`src/rtl/uart_tx_serializer_pkg.sv`:
```
// uart_pkg: shared UART types, data width and baud divider helper.
package uart_pkg;
  typedef enum logic [1:0] {PAR_NONE, PAR_EVEN, PAR_ODD} parity_e;
  typedef enum logic [2:0] {IDLE, START, DATA, PARITY, STOP} tx_state_e;
  localparam int UART_DATA_BITS = 8;
  function automatic int baud_div(input int clk_freq, input int baud_rate);
    return (clk_freq + baud_rate / 2) / baud_rate;
  endfunction
endpackage

```
`src/rtl/uart_tx_serializer_if.sv`:
```
// uart_tx_serializer_if: byte request in, serial line and status out.
interface uart_tx_serializer_if;
  import uart_pkg::*;
  logic tx_start;
  logic [UART_DATA_BITS-1:0] tx_data;
  logic tx;
  logic tx_busy;
  logic tx_done;
  modport master (output tx_start, tx_data, input tx, tx_busy, tx_done);
  modport slave (input tx_start, tx_data, output tx, tx_busy, tx_done);
endinterface

```
`src/rtl/uart_baud_tick.sv`:
```
// uart_baud_tick: bit-period counter, tick in the last clock of each bit.
module uart_baud_tick #(
  parameter int BAUD_DIV = 868
) (
  input logic clk,
  input logic rst,
  input logic clear,
  input logic enable,
  output logic tick,
  output logic [31:0] count
);
  assign tick = enable && count == 32'(BAUD_DIV - 1);
  always_ff @(posedge clk) begin
    if (rst || clear || tick) count <= '0;
    else if (enable) count <= count + 32'd1;
  end
endmodule

```
`src/rtl/uart_tx_serializer.sv`:
```
// uart_tx_serializer: 8-bit UART transmitter, optional parity, 1 or 2 stop bits.
module uart_tx_serializer #(
  parameter int CLK_FREQ = 100000000,
  parameter int BAUD_RATE = 115200,
  parameter int PARITY = 0,
  parameter int STOP_BITS = 1
) (
  input logic clock,
  input logic reset,
  uart_tx_serializer_if.slave bus
);
  import uart_pkg::*;
  localparam int BAUD_DIV = baud_div(CLK_FREQ, BAUD_RATE);
  localparam parity_e PAR_MODE = parity_e'(PARITY[1:0]);
  if (PARITY < 0 || PARITY > 2) begin : g_bad_parity
    $error("uart_tx_serializer: PARITY must be 0, 1 or 2");
  end
  if (STOP_BITS != 1 && STOP_BITS != 2) begin : g_bad_stop
    $error("uart_tx_serializer: STOP_BITS must be 1 or 2");
  end
  if (BAUD_DIV < 2) begin : g_bad_div
    $error("uart_tx_serializer: BAUD_DIV must be at least 2");
  end
  tx_state_e state;
  logic [UART_DATA_BITS-1:0] shreg;
  logic [2:0] idx;
  logic par_bit;
  logic stop_idx;
  logic last_stop;
  logic tick;
  logic [31:0] count;
  assign last_stop = stop_idx == 1'(STOP_BITS - 1);
  uart_baud_tick #(.BAUD_DIV(BAUD_DIV)) u_tick (
    .clk(clock),
    .rst(reset),
    .clear(state == IDLE),
    .enable(state != IDLE),
    .tick(tick),
    .count(count)
  );
  // tx_done is registered one clock early so it lands on the final stop clock
  always_ff @(posedge clock) begin
    if (reset) begin
      state <= IDLE;
      shreg <= '0;
      idx <= '0;
      par_bit <= 1'b0;
      stop_idx <= 1'b0;
      bus.tx <= 1'b1;
      bus.tx_busy <= 1'b0;
      bus.tx_done <= 1'b0;
    end else begin
      bus.tx_done <= state == STOP && last_stop && count == 32'(BAUD_DIV - 2);
      case (state)
        IDLE: if (bus.tx_start) begin
          shreg <= bus.tx_data;
          par_bit <= ^bus.tx_data ^ (PAR_MODE == PAR_ODD);
          stop_idx <= 1'b0;
          state <= START;
          bus.tx <= 1'b0;
          bus.tx_busy <= 1'b1;
        end
        START: if (tick) begin
          idx <= '0;
          state <= DATA;
          bus.tx <= shreg[0];
        end
        DATA: if (tick) begin
          shreg <= shreg >> 1;
          idx <= idx + 3'd1;
          if (idx == 3'(UART_DATA_BITS - 1)) begin
            state <= (PAR_MODE != PAR_NONE) ? uart_pkg::PARITY : STOP;
            bus.tx <= (PAR_MODE != PAR_NONE) ? par_bit : 1'b1;
          end else bus.tx <= shreg[1];
        end
        uart_pkg::PARITY: if (tick) begin
          state <= STOP;
          bus.tx <= 1'b1;
        end
        STOP: if (tick) begin
          if (last_stop) begin
            state <= IDLE;
            bus.tx_busy <= 1'b0;
          end else stop_idx <= 1'b1;
        end
        default: state <= IDLE;
      endcase
    end
  end
endmodule

```
`src/flat_wrapper.sv`:
```
// flat-port wrapper written by rule: the top's interface ports become plain ports
module uart_tx_serializer_flat import uart_pkg::*;
#(
  parameter int CLK_FREQ = 100000000,
  parameter int BAUD_RATE = 115200,
  parameter int PARITY = 0,
  parameter int STOP_BITS = 1
)
  (clock, reset, bus_tx_start, bus_tx_data, bus_tx, bus_tx_busy, bus_tx_done);
  uart_tx_serializer_if bus_i ();
  input logic clock;
  input logic reset;
  input wire logic [$bits(bus_i.tx_start)-1:0] bus_tx_start;
  input wire logic [$bits(bus_i.tx_data)-1:0] bus_tx_data;
  output wire logic [$bits(bus_i.tx)-1:0] bus_tx;
  output wire logic [$bits(bus_i.tx_busy)-1:0] bus_tx_busy;
  output wire logic [$bits(bus_i.tx_done)-1:0] bus_tx_done;
  assign bus_i.tx_start = bus_tx_start;
  assign bus_i.tx_data = bus_tx_data;
  assign bus_tx = bus_i.tx;
  assign bus_tx_busy = bus_i.tx_busy;
  assign bus_tx_done = bus_i.tx_done;
  uart_tx_serializer #(.CLK_FREQ(CLK_FREQ), .BAUD_RATE(BAUD_RATE), .PARITY(PARITY), .STOP_BITS(STOP_BITS)) u_core (.clock(clock), .reset(reset), .bus(bus_i));
endmodule
```
`config.mk`:
```
export PLATFORM = sky130hd
export DESIGN_NAME = uart_tx_serializer_flat
export DESIGN_NICKNAME = d
export VERILOG_FILES = /design/src/rtl/uart_tx_serializer_pkg.sv /design/src/rtl/uart_tx_serializer_if.sv /design/src/rtl/uart_baud_tick.sv /design/src/rtl/uart_tx_serializer.sv /design/src/flat_wrapper.sv
export SDC_FILE = /design/constraint.sdc
export NUM_CORES = 1
export LEC_CHECK = 0
export ABC_AREA = 1
export CAP_MARGIN = 10
export CORE_ASPECT_RATIO = 1.2
export CORE_MARGIN = 2
export CORE_UTILIZATION = 65
export DETAILED_ROUTE_END_ITERATION = 6
export PLACE_DENSITY_LB_ADDON = 0.12
export RECOVER_POWER = 100
export SLEW_MARGIN = 15
export SYNTH_ARGS = -nofsm -noshare
export SYNTH_HDL_FRONTEND = slang
export SYNTH_HIERARCHICAL = 1
export SYNTH_SLANG_ARGS = --single-unit
```
`constraint.sdc`:
```
create_clock -name clock -period 3 [get_ports clock]
set_input_delay 0.6 -clock clock [delete_from_list [all_inputs] [get_ports clock]]
set_output_delay 0.6 -clock clock [all_outputs]
set_load 0.005 [all_outputs]
```
# Yosys cells after proc, flatten, opt, wreduce, memory -nomap -nowiden
# Index checks and enable logic that the tools add are counted.
# Widths: inputs -> output; s select.
totals:
  register_bits: 50
  latchBits: 0
  ram_bits: 0
  mem_bits_ro: 0
  output_inout_bits: 3
  mem_count: 0
classes:
  add_sub_neg: 2
  mul: 0
  div_mod_pow: 0
  magnitude_cmp: 0
  eq_ne: 14
  shift: 0
  n_mux: 27
  bitwise_logic: 1
  n_reduce_logical: 17
op_table:
  columns: ["operator", "n"]
  rows:
  - ["$eq 32x10->1 const B", 2]
  - ["$add 32x1->32 const B", 1]
  - ["$mux 3", 9]
  - ["$mux 8", 2]
  - ["$pmux 8 s2", 1]
  - ["$pmux 3 s5", 1]
  - ["$ne 2x2->1 const B", 6]
  - ["$mux 1", 10]
  - ["$reduce_and 3->1", 3]
  - ["$reduce_and 7->1", 1]
  - ["$eq 3x2->1 const B", 2]
  - ["$eq 3x3->1 const B", 2]
  - ["$pmux 3 s2", 1]
  - ["$reduce_bool 2->1", 3]
  - ["$reduce_and 5->1", 1]
  - ["$pmux 1 s2", 2]
  - ["$pmux 1 s4", 1]
  - ["$reduce_and 4->1", 1]
  - ["$reduce_bool 4->1", 1]
  - ["$add 3x1->3 const B", 1]
  - ["$eq 3x1->1 const B", 1]
  - ["$logic_and 1x1->1", 3]
  - ["$logic_not 3->1", 1]
  - ["$reduce_bool 3->1", 1]
  - ["3 further kinds", 4]

# Depth between registers and ports, before layout
depth:
  word_depth: 4
  depth_mapped: 13
  depth_no_buf: 12

# Cells and area by module
# Netlist, hierarchy kept.
by_module_without_submodules:
  columns: ["module", "n_inst", "cells_each", "area_each_um2"]
  rows:
  - ["uart_baud_tick", 1, 294, 1923.1]
  - ["uart_tx_serializer", 1, 157, 1022.2]

# Worst setup path after synthesis
# No wires, ideal clock.
synth_timing:
  path_type: "register to register"
  from: "register u_core.state[2]"
  to: "register u_core.shreg[1]"
  setup_time_ps: 113
  arrival_ps: 1771
  setup_slack_ps: 1116
  path_stages_with_launch: 13
  synth_period_minus_slack_ps: 1884
  cell_sequence: "dfxtp_1 -> inv_1 -> nand2_2 -> buf_4 -> nand4_1 -> nor2_1 -> nand2_1 -> nor2_2 -> inv_2 -> nor2_4 -> nor2_4 -> nor2_1 -> nor2_1"
synth_via:
  elab_chain_cells: 4
  elab_cells_between_ends: 9
  cone_classes: "3 x eq/ne; 1 x mux; 5 x reduce/logical"
synth_rtl:
  columns: ["item", "line", "text"]
  rows:
  - ["from (decl)", "uart_tx_serializer.sv:24", "tx_state_e state;"]
  - ["from (signal assigned)", "uart_tx_serializer.sv:72", "state <= (PAR_MODE != PAR_NONE) ? uart_pkg::PARITY : STOP;"]
  - ["$reduce_bool 3->1", "uart_tx_serializer.sv:37", ".enable(state != IDLE),"]
  - ["$logic_and 1x1->1", "uart_baud_tick.sv:12", "assign tick = enable && count == 32'(BAUD_DIV - 1);"]
  - ["named net u_core.tick", "uart_tx_serializer.sv:30", "logic tick;"]
  - ["$ne 2x2->1 (no source line)", null, null]
  - ["$reduce_and 3->1 (no source line)", null, null]
  - ["to (signal assigned)", "uart_tx_serializer.sv:56", "shreg <= bus.tx_data;"]
  - ["to (signal assigned)", "uart_tx_serializer.sv:69", "shreg <= shreg >> 1;"]
  - ["to (decl)", "uart_tx_serializer.sv:25", "logic [UART_DATA_BITS-1:0] shreg;"]
# The timed path passes the listed nets, and every way through them passes these cells.
# A chain may end at the register's enable or synchronous reset.

# Worst setup path after layout
layout_timing:
  from: "register u_core.state[1]"
  to: "register u_core.shreg[2]"
# Same word-level chain as after synthesis.

==> impl_metrics.toml <==
[clock_network]
cts_buffers = 5
clk_pin_slew_ns = 0.09
cts.repair.resized = 0
ctsLongestPathBuffers = 2
ctsHoldBuffers = 0
clock_latency_ns = 0.31
cts_htree_levels = 2
cts-root-buf = "clkbuf_8"
clock_sinks = 49
cts_tree = "done"
postCtsSetupRepairBufs = 0

[setup_path]
crit_family = "simple AND/OR/NAND/NOR gates"
crit_type = "reg2reg"
crit_required_ns = 3.21
worstPathCellList = "nor2_1 -> nand2_2 -> nand4_1 -> nor2_1 -> nand2_1 -> nor2_1 -> inv_1 -> nor2_4 -> nor2_2 -> nor2_1 -> nor2_1"
crit_arrival_ns = 2.75
crit_buf_inv = 1
worstPathMaxFanout = 10
critPathLaunchType = "flop"
slowest_stage = "dfxtp_1"
worstSetupEndpointType = "flop"
max_stage_delay_ns = 0.57
cp_common_cell = "nor2_1"

[timing]
finalHoldViolations = 0
setup_viol_count_final = 0
worst_pin_slew_ns = 1.020
rsz0062_at_grt = "false"
skew_ns = 0.006063
setup_tns_ns = 0
slew_headroom = 0.3201
period_share = 0.8452
layout_min_cycle_time_ns = 2.536
slew_violations = 0
max_freq_ghz = 0.3944

[floorplan]
die_w_um = 65.45
initial_utilization = 0.6859
num_rows = 26
ios = 14
die_h_um = 77.74
coreArea_um2 = 4294
dieArea_um2 = 5088

[final_layout]
final_nets = 480
syn2layout_area_growth_pct = 7.986
fin_cells = 523
drive_above_1_share = 0.1028
antenna_cells = 0

[place]
numPortBuffers = 13
post-dp-hpwl_um = 4806
gp_congestion = 0.8656
dp.cells = 515

[synthesis]
syn_area_um2 = 2945
synth_top_area_frac = 0.3331
syn_inst = 451
ys_types = 33
yosysSeqAreaShare = 0.3331
synth_fp_nets = 465
synth.avg_cell_area_um2 = 6.531
synthTopCellsByArea = "dfxtp_1, nand2_1, nor2_1, inv_1, nand3_1"
ys_seq_elements = 49
synth_top_area_cell = "dfxtp_1"
ys_warn_count = 6

[drt]
ant_nets = 0
firstDrtPassIters = 5
avgRoutedWirePerCell_um = 12.38
via_per_inst = 5.308
routed_wl_um = 6476
drtIter0Drc = 165
drc = 0
vias = 2776

[grt]
antenna_found_initial = 0
grt_max_degree = 24
grt_pass1_vias = 2638
grtUsageTotal = 0.2792
grt_pass1_wl_um = 11230
grt-ovfl-total = 0

[power]
p_per_area_nw_per_um2 = 475.5
ir_worst_vdd_mv = 0.2864
power_uw = 1512
leakagePower_uw = 0.001277

[run]
maxCapViolCount = 0

[run_status]
status = "complete, no violations"

[hold_path]
hold_path.class = "reg2reg"
cell usage after synthesis, drive strengths merged:
master / instances
nand2: 123
nand3b: 5
nand3: 35
nor3: 4
inv: 52
ha: 3
a21oi: 18
a21o: 1
dfxtp: 49
nor2: 113
buf: 4
or2: 2
o21ai: 16
xor2: 3
a31oi: 1
xnor2: 6
clkinv: 1
clkbuf: 1
nand4: 14
where the power goes:
group          switching [µW]  total (µW)  internal [µW]
sequential               45.0         745            700
clock                     236         402            166
combinational             247         366            119
state kept, by name (all words and copies together), names as in the netlist:
register	flops
u_core/bus.tx	1
u_core/shreg	8
u_core/bus.tx_busy	1
u_core/u_tick/count	32
u_core/bus.tx_done	1
u_core/idx	3
u_core/state	3
cell families (layout without fill, tap and decap cells):
logic type | after synthesis | after routing | share of synthesized area
AOI/OAI and AO/OA | 36 | 36 | 0.06627
xor gates and xnor gates | 9 | 9 | 0.02676
adders and majority gates | 3 | 3 | 0.01275
buffers and inverters | 58 | 74 | 0.08284
DFF | 49 | 49 | 0.3330
and+or+nand+nor | 296 | 296 | 0.4783
layer usage:
layer  up-vias  GRT usage  share of wire
met5         -          0              0
met2        66     0.4939           0.50
met4         0     0.1271          0.028
li1       1451          -              -
met1      1239     0.3312           0.44
met3        20    0.03333          0.033
cells in the final DEF (no fill, tap or decap), drive strengths merged:
| master | instances |
|---|---|
| nand3 | 35 |
| or2 | 2 |
| nand4 | 14 |
| a21oi | 18 |
| ha | 3 |
| clkinvlp | 1 |
| a21o | 1 |
| dfxtp | 49 |
| clkinv | 2 |
| xor2 | 3 |
| clkdlybuf4s50 | 9 |
| inv | 53 |
| clkbuf | 5 |
| nand2 | 123 |
| dlygate4sd3 | 4 |
| xnor2 | 6 |
| nor3 | 4 |
| nand3b | 5 |
| nor2 | 113 |
| o21ai | 16 |
| a31oi | 1 |
final cells by class:
class	instances	area, µm²
Fill cell	354	1114
Multi-Input combinational cell	344	1703
Clock buffer	5	68.82
Tap cell	56	70.07
Sequential cell	49	980.9
Timing Repair Buffer	13	130.1
Clock inverter	3	21.27
Inverter	53	206.4
stage by stage:
step	instance area, µm²	worst slack [ns]	hold WS (ns)	util
after CTS	3198	0.7394	0.4642	0.7448
after floorplan	2945	1.116	0.4283	-
after global placement	3108	0.8171	0.4369	0.7238
after detailed placement	3108	0.7502	0.4482	0.7238
final	3181	0.4643	0.4573	0.7407
after global routing	3181	0.2079	0.4835	0.7407
tightest hold or removal path, stage by stage (launching register included):
cell,delay [ns]
dfxtp_1,0.32
inv_1,0.05
a21oi_1,0.05
path summary, 6_finish.rpt:
path	from	endpoint	slack, ns	cells after the start
setup / recovery	u_core/state[1]	u_core/shreg[2]	0.46	11
hold / removal	u_core/bus.tx_busy	u_core/bus.tx_busy	0.46	2
setup reg to reg	u_core/state[1]	u_core/shreg[2]	0.46	11
hold reg to reg	u_core/bus.tx_busy	u_core/bus.tx_busy	0.46	2
Note: power is estimated with default switching activity, not from simulation.
